File: config.mk
export PLATFORM = sky130hd
export DESIGN_NAME = lsu_writeback
export DESIGN_NICKNAME = d
export VERILOG_FILES = /design/src/rtl/lsu_writeback.sv
export SDC_FILE = /design/constraint.sdc
export NUM_CORES = 1
export LEC_CHECK = 0
export ABC_CLOCK_PERIOD_IN_PS = 4500
export CAP_MARGIN = 25
export CORE_MARGIN = 10
export CORE_UTILIZATION = 45
export CTS_CLUSTER_DIAMETER = 40
export DETAILED_ROUTE_END_ITERATION = 16
export GPL_TIMING_DRIVEN = 1
export PLACE_DENSITY = 0.8
export SLEW_MARGIN = 15
export SYNTH_ARGS = -nofsm -noshare
export SYNTH_HDL_FRONTEND = slang
export SYNTH_SLANG_ARGS = --single-unit
File: constraint.sdc
create_clock -name clk -period 4.5 [get_ports clk]
set_input_delay 0.9 -clock clk [delete_from_list [all_inputs] [get_ports clk]]
set_output_delay 0.9 -clock clk [all_outputs]
set_load 0.03 [all_outputs]
File: src/rtl/lsu_writeback.sv
// Memory / write-back stage: drives one data-memory transaction per load or store and
// returns the steered, extended result to the register file. ALU results pass straight through.
// Build option LSU_MISALIGN_TRAP_EN: misaligned H/W accesses raise err; otherwise they are truncated.
module lsu_writeback #(
  parameter int TIMEOUT = 16
) (
  input  logic        clk,
  input  logic        rst_n,
  input  logic        in_valid,
  output logic        in_ready,
  input  logic [31:0] alu_result,
  input  logic [31:0] rs2_data,
  input  logic [2:0]  funct3,
  input  logic        mem_read,
  input  logic        mem_write,
  input  logic        reg_write,
  input  logic [4:0]  rd_addr_in,
  output logic        mem_req,
  output logic        mem_we,
  output logic [31:0] mem_addr,
  output logic [31:0] mem_wdata,
  output logic [3:0]  mem_wstrb,
  input  logic        mem_gnt,
  input  logic        mem_rvalid,
  input  logic [31:0] mem_rdata,
  output logic        wb_en,
  output logic [4:0]  wb_addr,
  output logic [31:0] wb_data,
  output logic        err
);

  // Counter only needs to reach TIMEOUT-1; the abort fires on that value.
  localparam int CW = (TIMEOUT > 2) ? $clog2(TIMEOUT) : 1;
  localparam logic [CW-1:0] TMO_LAST = CW'(TIMEOUT - 1);

  typedef enum logic [1:0] {
    S_IDLE   = 2'd0,
    S_REQ    = 2'd1,
    S_WAIT_R = 2'd2,
    S_WB     = 2'd3
  } state_t;

  state_t        state;
  logic [CW-1:0] tmo_cnt;

  // Op fields captured at accept and needed later to shape the load result.
  logic [2:0]    f3_q;
  logic [1:0]    off_q;
  logic          rw_q;
  logic [4:0]    rd_q;

  // Accept-time decode.
  logic          is_mem;
  logic          bad_op;
  logic          trap_mis;
  logic [1:0]    off_in;
  logic [31:0]   st_wdata;
  logic [3:0]    st_wstrb;

  // Load-return shaping.
  logic [31:0]   lane;
  logic [31:0]   ld_data;
  logic          wb_ok;

  assign in_ready = (state == S_IDLE);
  assign wb_ok    = rw_q && (rd_q != 5'd0);

  // Classify the incoming op and work out the byte offset the access really uses.
  always_comb begin
    is_mem = mem_read || mem_write;
    bad_op = is_mem && ((mem_read && mem_write) ||
                        (funct3 == 3'b011) || (funct3 == 3'b110) || (funct3 == 3'b111));
`ifdef LSU_MISALIGN_TRAP_EN
    trap_mis = is_mem && (((funct3[1:0] == 2'b01) && alu_result[0]) ||
                          ((funct3[1:0] == 2'b10) && (alu_result[1:0] != 2'b00)));
`else
    trap_mis = 1'b0;
`endif
    // Misaligned offsets collapse to the natural boundary of the access size.
    case (funct3[1:0])
      2'b00:   off_in = alu_result[1:0];
      2'b01:   off_in = {alu_result[1], 1'b0};
      default: off_in = 2'b00;
    endcase
  end

  // Replicate store data across all lanes so the strobe alone selects the bytes written.
  always_comb begin
    case (funct3[1:0])
      2'b00: begin
        st_wdata = {4{rs2_data[7:0]}};
        st_wstrb = 4'b0001 << off_in;
      end
      2'b01: begin
        st_wdata = {2{rs2_data[15:0]}};
        st_wstrb = 4'b0011 << off_in;
      end
      default: begin
        st_wdata = rs2_data;
        st_wstrb = 4'b1111;
      end
    endcase
  end

  // Pull the addressed lane down to bit 0 and extend it according to the captured funct3.
  always_comb begin
    lane = mem_rdata >> {off_q, 3'b000};
    case (f3_q)
      3'b000:  ld_data = {{24{lane[7]}}, lane[7:0]};
      3'b001:  ld_data = {{16{lane[15]}}, lane[15:0]};
      3'b100:  ld_data = {24'd0, lane[7:0]};
      3'b101:  ld_data = {16'd0, lane[15:0]};
      default: ld_data = lane;
    endcase
  end

  // Transaction sequencer; every bus and register-file output is registered here.
  always_ff @(posedge clk or negedge rst_n) begin
    if (!rst_n) begin
      state     <= S_IDLE;
      tmo_cnt   <= '0;
      f3_q      <= '0;
      off_q     <= '0;
      rw_q      <= 1'b0;
      rd_q      <= '0;
      mem_req   <= 1'b0;
      mem_we    <= 1'b0;
      mem_addr  <= '0;
      mem_wdata <= '0;
      mem_wstrb <= '0;
      wb_en     <= 1'b0;
      wb_addr   <= '0;
      wb_data   <= '0;
      err       <= 1'b0;
    end else begin
      // wb_en and err are single-cycle pulses.
      wb_en <= 1'b0;
      err   <= 1'b0;
      case (state)
        S_IDLE: begin
          if (in_valid) begin
            f3_q  <= funct3;
            off_q <= off_in;
            rw_q  <= reg_write;
            rd_q  <= rd_addr_in;
            if (!is_mem) begin
              // Plain ALU result: write back on the next cycle.
              state   <= S_WB;
              wb_en   <= reg_write && (rd_addr_in != 5'd0);
              wb_addr <= rd_addr_in;
              wb_data <= alu_result;
            end else if (bad_op || trap_mis) begin
              // Rejected before touching the bus; stage stays ready.
              err <= 1'b1;
            end else begin
              state     <= S_REQ;
              tmo_cnt   <= '0;
              mem_req   <= 1'b1;
              mem_we    <= mem_write;
              mem_addr  <= {alu_result[31:2], 2'b00};
              mem_wdata <= mem_write ? st_wdata : 32'd0;
              mem_wstrb <= mem_write ? st_wstrb : 4'b0000;
            end
          end
        end

        S_REQ: begin
          if (mem_gnt) begin
            mem_req <= 1'b0;
            if (mem_we) begin
              state <= S_IDLE;
            end else if (mem_rvalid) begin
              // Zero-wait memory: data arrives with the grant.
              state   <= S_WB;
              wb_en   <= wb_ok;
              wb_addr <= rd_q;
              wb_data <= ld_data;
            end else begin
              state   <= S_WAIT_R;
              tmo_cnt <= '0;
            end
          end else if (tmo_cnt == TMO_LAST) begin
            mem_req <= 1'b0;
            err     <= 1'b1;
            state   <= S_IDLE;
          end else begin
            tmo_cnt <= tmo_cnt + CW'(1);
          end
        end

        S_WAIT_R: begin
          if (mem_rvalid) begin
            state   <= S_WB;
            wb_en   <= wb_ok;
            wb_addr <= rd_q;
            wb_data <= ld_data;
          end else if (tmo_cnt == TMO_LAST) begin
            // Give up; any rvalid arriving later lands in IDLE and is ignored.
            err   <= 1'b1;
            state <= S_IDLE;
          end else begin
            tmo_cnt <= tmo_cnt + CW'(1);
          end
        end

        S_WB: begin
          state <= S_IDLE;
        end

        default: begin
          state <= S_IDLE;
        end
      endcase
    end
  end

endmodule

# After elaboration in Yosys (flattened, before gate mapping)
# Cells that the tools add are included.
dict set report totals {
  ff_bits 124
}
dict set report classes {
  n_mux 55
  n_shift 3
  n_addsub 1
  bitwise_logic 1
  reduce_logical 21
  eq_ne 22
}
# op n
set ops {}
lappend ops {{32-bit 2-to-1 mux} 6}
lappend ops {{32-bit case mux with 4 select lines} 1}
lappend ops {{32-bit case mux with 3 select lines} 1}
lappend ops {{32-bit case mux with 2 select lines} 1}
lappend ops {{4-bit 2-to-1 mux} 9}
lappend ops {{32-bit by 5-bit right shift with 32-bit output} 1}
lappend ops {{5-bit 2-to-1 mux} 5}
lappend ops {{1-bit 2-to-1 mux} 17}
lappend ops {{5-bit case mux with 3 select lines} 1}
lappend ops {{2-bit 2-to-1 mux} 7}
lappend ops {{3-bit equality test, second input constant} 4}
lappend ops {{2-bit != test, second input constant} 6}
lappend ops {{3-bit != test, second input constant} 4}
lappend ops {{4-bit case mux with 3 select lines} 1}
lappend ops {{5-bit AND reduction} 2}
lappend ops {{5-bit nonzero test} 2}
lappend ops {{2-bit case mux with 4 select lines} 1}
lappend ops {{4-bit case mux with 2 select lines} 1}
lappend ops {{7-bit AND reduction} 1}
lappend ops {{1-bit case mux with 3 select lines} 2}
lappend ops {{4-bit by 1-bit adder with 4-bit output, second input constant} 1}
lappend ops {{2-bit by 1-bit equality test with 1-bit output, second input constant} 2}
lappend ops {{2-bit equality test, second input constant} 2}
lappend ops {{4-bit equality test, second input constant} 1}
lappend ops {{16 further kinds} 24}

# Depth between registers and ports, before layout
dict set report logic_depth {
  ltp_word 9
  depth_mapped 9
  mapped_depth_nobuf 6
}

# Least setup slack after synthesis
# OpenSTA, ideal clock, no wires.
dict set report synth_timing {
  path_kind {input to register}
  startpoint {in funct3[1]}
  endpoint {reg mem_addr[30]}
  arrival_time_ns 2.078
  n_path_buf 2
  slack_ns 2.298
  path_stages 5
  cell_sequence {clkbuf_1 -> o21ai_0 -> nand4_1 -> clkbuf_1 -> mux2_2}
}
dict set report synth_via {
  elab_chain_len 7
}
# element line_no
set synth_lines {}
lappend synth_lines {{from (decl)} 13} ;# input logic [2:0] funct3,
lappend synth_lines {{3-bit by 2-bit equality test with 1-bit output} 72} ;# (funct3 == 3'b011) || (funct3 == 3'b110) || (funct3 == 3'b111));
lappend synth_lines {{1-bit logical OR} 71} ;# bad_op = is_mem && ((mem_read && mem_write) ||
lappend synth_lines {{1-bit logical OR} 72}
lappend synth_lines {{1-bit logical OR *} 72}
lappend synth_lines {{1-bit logical AND *} 71}
lappend synth_lines {{1-bit NOT (no source line) *} --}
lappend synth_lines {{4-bit AND reduction (no source line) *} --}
lappend synth_lines {{to (signal assigned)} 160} ;# mem_addr <= {alu_result[31:2], 2'b00};
lappend synth_lines {{to (decl)} 20} ;# output logic [31:0] mem_addr,
# Every way passes the cells marked *; elsewhere a longest branch is shown, timed or not.
# A chain may end at the register's enable or synchronous reset.

# Worst setup path in the final report
dict set report layout_timing {
  startpoint {in in_valid}
  endpoint {reg mem_wdata[25]}
}
dict set report layout_via {
  elab_chain_len 1
}
# element line_no
set layout_lines {}
lappend layout_lines {{from (decl)} 9} ;# input logic in_valid,
lappend layout_lines {{4-bit AND reduction (no source line)} --}
lappend layout_lines {{to (signal assigned)} 161} ;# mem_wdata <= mem_write ? st_wdata : 32'd0;
lappend layout_lines {{to (decl)} 21} ;# output logic [31:0] mem_wdata,
# No other way between the ends.

==> results.txt <==
outcome: finished, final reports clean
unrepaired setup endpoints after global routing: no
Post-CTS Setup Inserts: 0
total gr overflow: 0
FMAX: 327 MHz
die height: 139 µm
Die Wd: 139 µm
Req. time, crit path: 4.81 ns
worst-path maximum fanout: 29
worst min path class: flop to flop
Synth Cell Area: 6330 µm²
initial antenna violation count: 0
Synth cell types: 52
final core occ: 66.4%
DP Area: 8600 µm²
worst r2r path cells: 6
HPWL reported at the end of detailed placement: 16000 µm
GP Congestion: 0.870
Max VDD drop: 378 µV
type of origin of the critical path: input pin
slew margin rel.: 33.0%
Worst Tran Pin Value: 1.00 ns
row count: 43
Placed Cells: 962
DRT Pass-1 Iters: 5
EDFF count, synth: 0
Routed WL per cell: 21.6 µm
Mapped Cells: 600
main flop type after synthesis: dfrtp_1
post-CTS resize count: 0
largest net degree at the start of global routing: 51
I/O pin count: 222
clk_skew: 0.00882 ns
WS Path Type: input pin to flop
total CTS buffers: 17
H-tree levels: 4
vias per cell: 5.83
DRT iter0 DRCs: 438
Yosys warning count: 0
Port Buffers: 219
Worst-Skew Late Latency: 0.42 ns
pwr dens: 831 nW/µm²
Final Cycle Share: 67.9%
Leak: 0.00386 µW
final-report setup violation count: 0
CTS tree: done
Final min period: 3.06 ns
vias in the first global route: 6094
Fin. Hold Viols: 0
most frequent cells in the layout: clkdlybuf4s50_1, dfrtp_1, o21ai_0
critical path endpoint category: flop
Critical Path AT: 3.36 ns
Synth async-reset ratio: 100%
setup ws final: 1.44 ns
commonest non-fill, non-tap cell in the layout: clkdlybuf4s50_1
non-filler cells, final: 993
Initial Util: 45.8%
DRC viols: 0
hold depth: 2
setup_tns: 0 ns
core area: 13800 µm²
hold buffers post-CTS: 0
Routed WL: 21400 µm
Layout Nets: 919
reg2reg start: state[0]
Final Cell Area: 9180 µm²
die area: 19200 µm²
Max Transition Viols Final: 0
maxcap violations: 0
crit path launch: in_valid
Seq/Total Area, Yosys: 49.0%
min-delay src: mem_wdata[13]
Routed Antenna Nets: 0
clock slew at reported path FFs: 0.05 ns
register bit total from synthesis: 124
clk sink count: 124
via count: 5788
first-pass GRT wire length: 33600 µm
Avg Inst Size Synth: 10.5 µm²
Global Route Usage Sum: 21.7%
Layout area overhead: 45.1%
root buffer cell: clkbuf_16
diode count: 0
layout cells sized above 1: 11.3%
Place WS: 0.996 ns
clock buffer depth: 2
sequential cells by signal (all words and copies together), names as in the netlist:
| signal | flops |
|---|---|
| f3_q | 3 |
| mem_req | 1 |
| wb_data | 32 |
| tmo_cnt | 4 |
| state | 2 |
| mem_wstrb | 4 |
| wb_en | 1 |
| off_q | 2 |
| rw_q | 1 |
| wb_addr | 5 |
| mem_we | 1 |
| rd_q | 5 |
| mem_addr | 30 |
| mem_wdata | 32 |
| err | 1 |
layout make-up:
class                      count  area [µm²]
fill                        1029        4640
sequential                   124        3100
multi-input combinational    423        2990
timing repair buffer         229        2270
clock buffer                  22         474
tap                          180         225
clock inverter                 8        92.6
inverter                       7        26.3
worst max-delay path: stages:
cell and delay, ns:
clkdlybuf4s50_1 0.60, nand2_1 0.39, nor2_1 0.25, nand3_1 0.73
o21ai_0 0.47
metal layers:
layer	routed length [µm]	vias to the layer above	global-route usage (%)
met3	2170	35	8.18
li1	-	2613	-
met5	0	-	0
met1	8530	2848	25.4
met4	445	0	7.60
met2	10300	292	35.6
path summary, 6_finish.rpt:
path                                      end  slack, ns
worst max-delay path            mem_wdata[25]       1.44
worst min-delay path            mem_wdata[13]       0.49
worst max register to register     wb_data[9]       1.72
worst min register to register  mem_wdata[13]       0.49
max in group asynchronous        mem_addr[28]       3.03
min in group asynchronous        mem_addr[17]       0.51
Yosys cell counts, types with 5 or more instances:
cell / number / area (µm²)
a22o_1: 8 / 70.1
inv_1: 7 / 26.3
o31ai_1: 17 / 128
a21oi_1: 33 / 165
mux2i_1: 68 / 681
nand2_1: 46 / 173
clkbuf_1: 31 / 116
a221oi_1: 16 / 140
buf_2: 7 / 35.0
dfrtp_1: 124 / 3100
buf_4: 5 / 37.5
ha_1: 5 / 62.6
o21ai_0: 85 / 425
o2bb2ai_1: 8 / 70.1
nor2_1: 42 / 158
nand2b_1: 5 / 31.3
mux2_2: 39 / 439
per-stage QoR:
stage	hold slack, ns	total power [µW]
floorplan	0.473	4660
global placement	0.461	6140
detailed placement	0.473	6260
CTS	0.487	7630
global route	0.509	8030
finish	0.493	7630
report_power, final:
group          internal [µW]  leakage [µW]  switching (µW)
Sequential              1670       0.00154             338
Combinational           1740       0.00203            2560
Clock                    846      0.000281             482
Total                   4250       0.00386            3380
cells by family (layout without fill, tap and decap cells):
logic type | count (synthesis) | in the layout | synth area share, %
compound gates | 189 | 189 | 19.6
xor+xnor | 2 | 2 | 0.277
fa+ha+maj | 6 | 6 | 1.15
buf+inv | 54 | 266 | 3.89
flops | 124 | 124 | 49.0
mux | 108 | 108 | 17.9
other cells | 1 | 2 | 0.0593
simple gates | 116 | 116 | 8.11
Power figures use the tool's default switching activity.
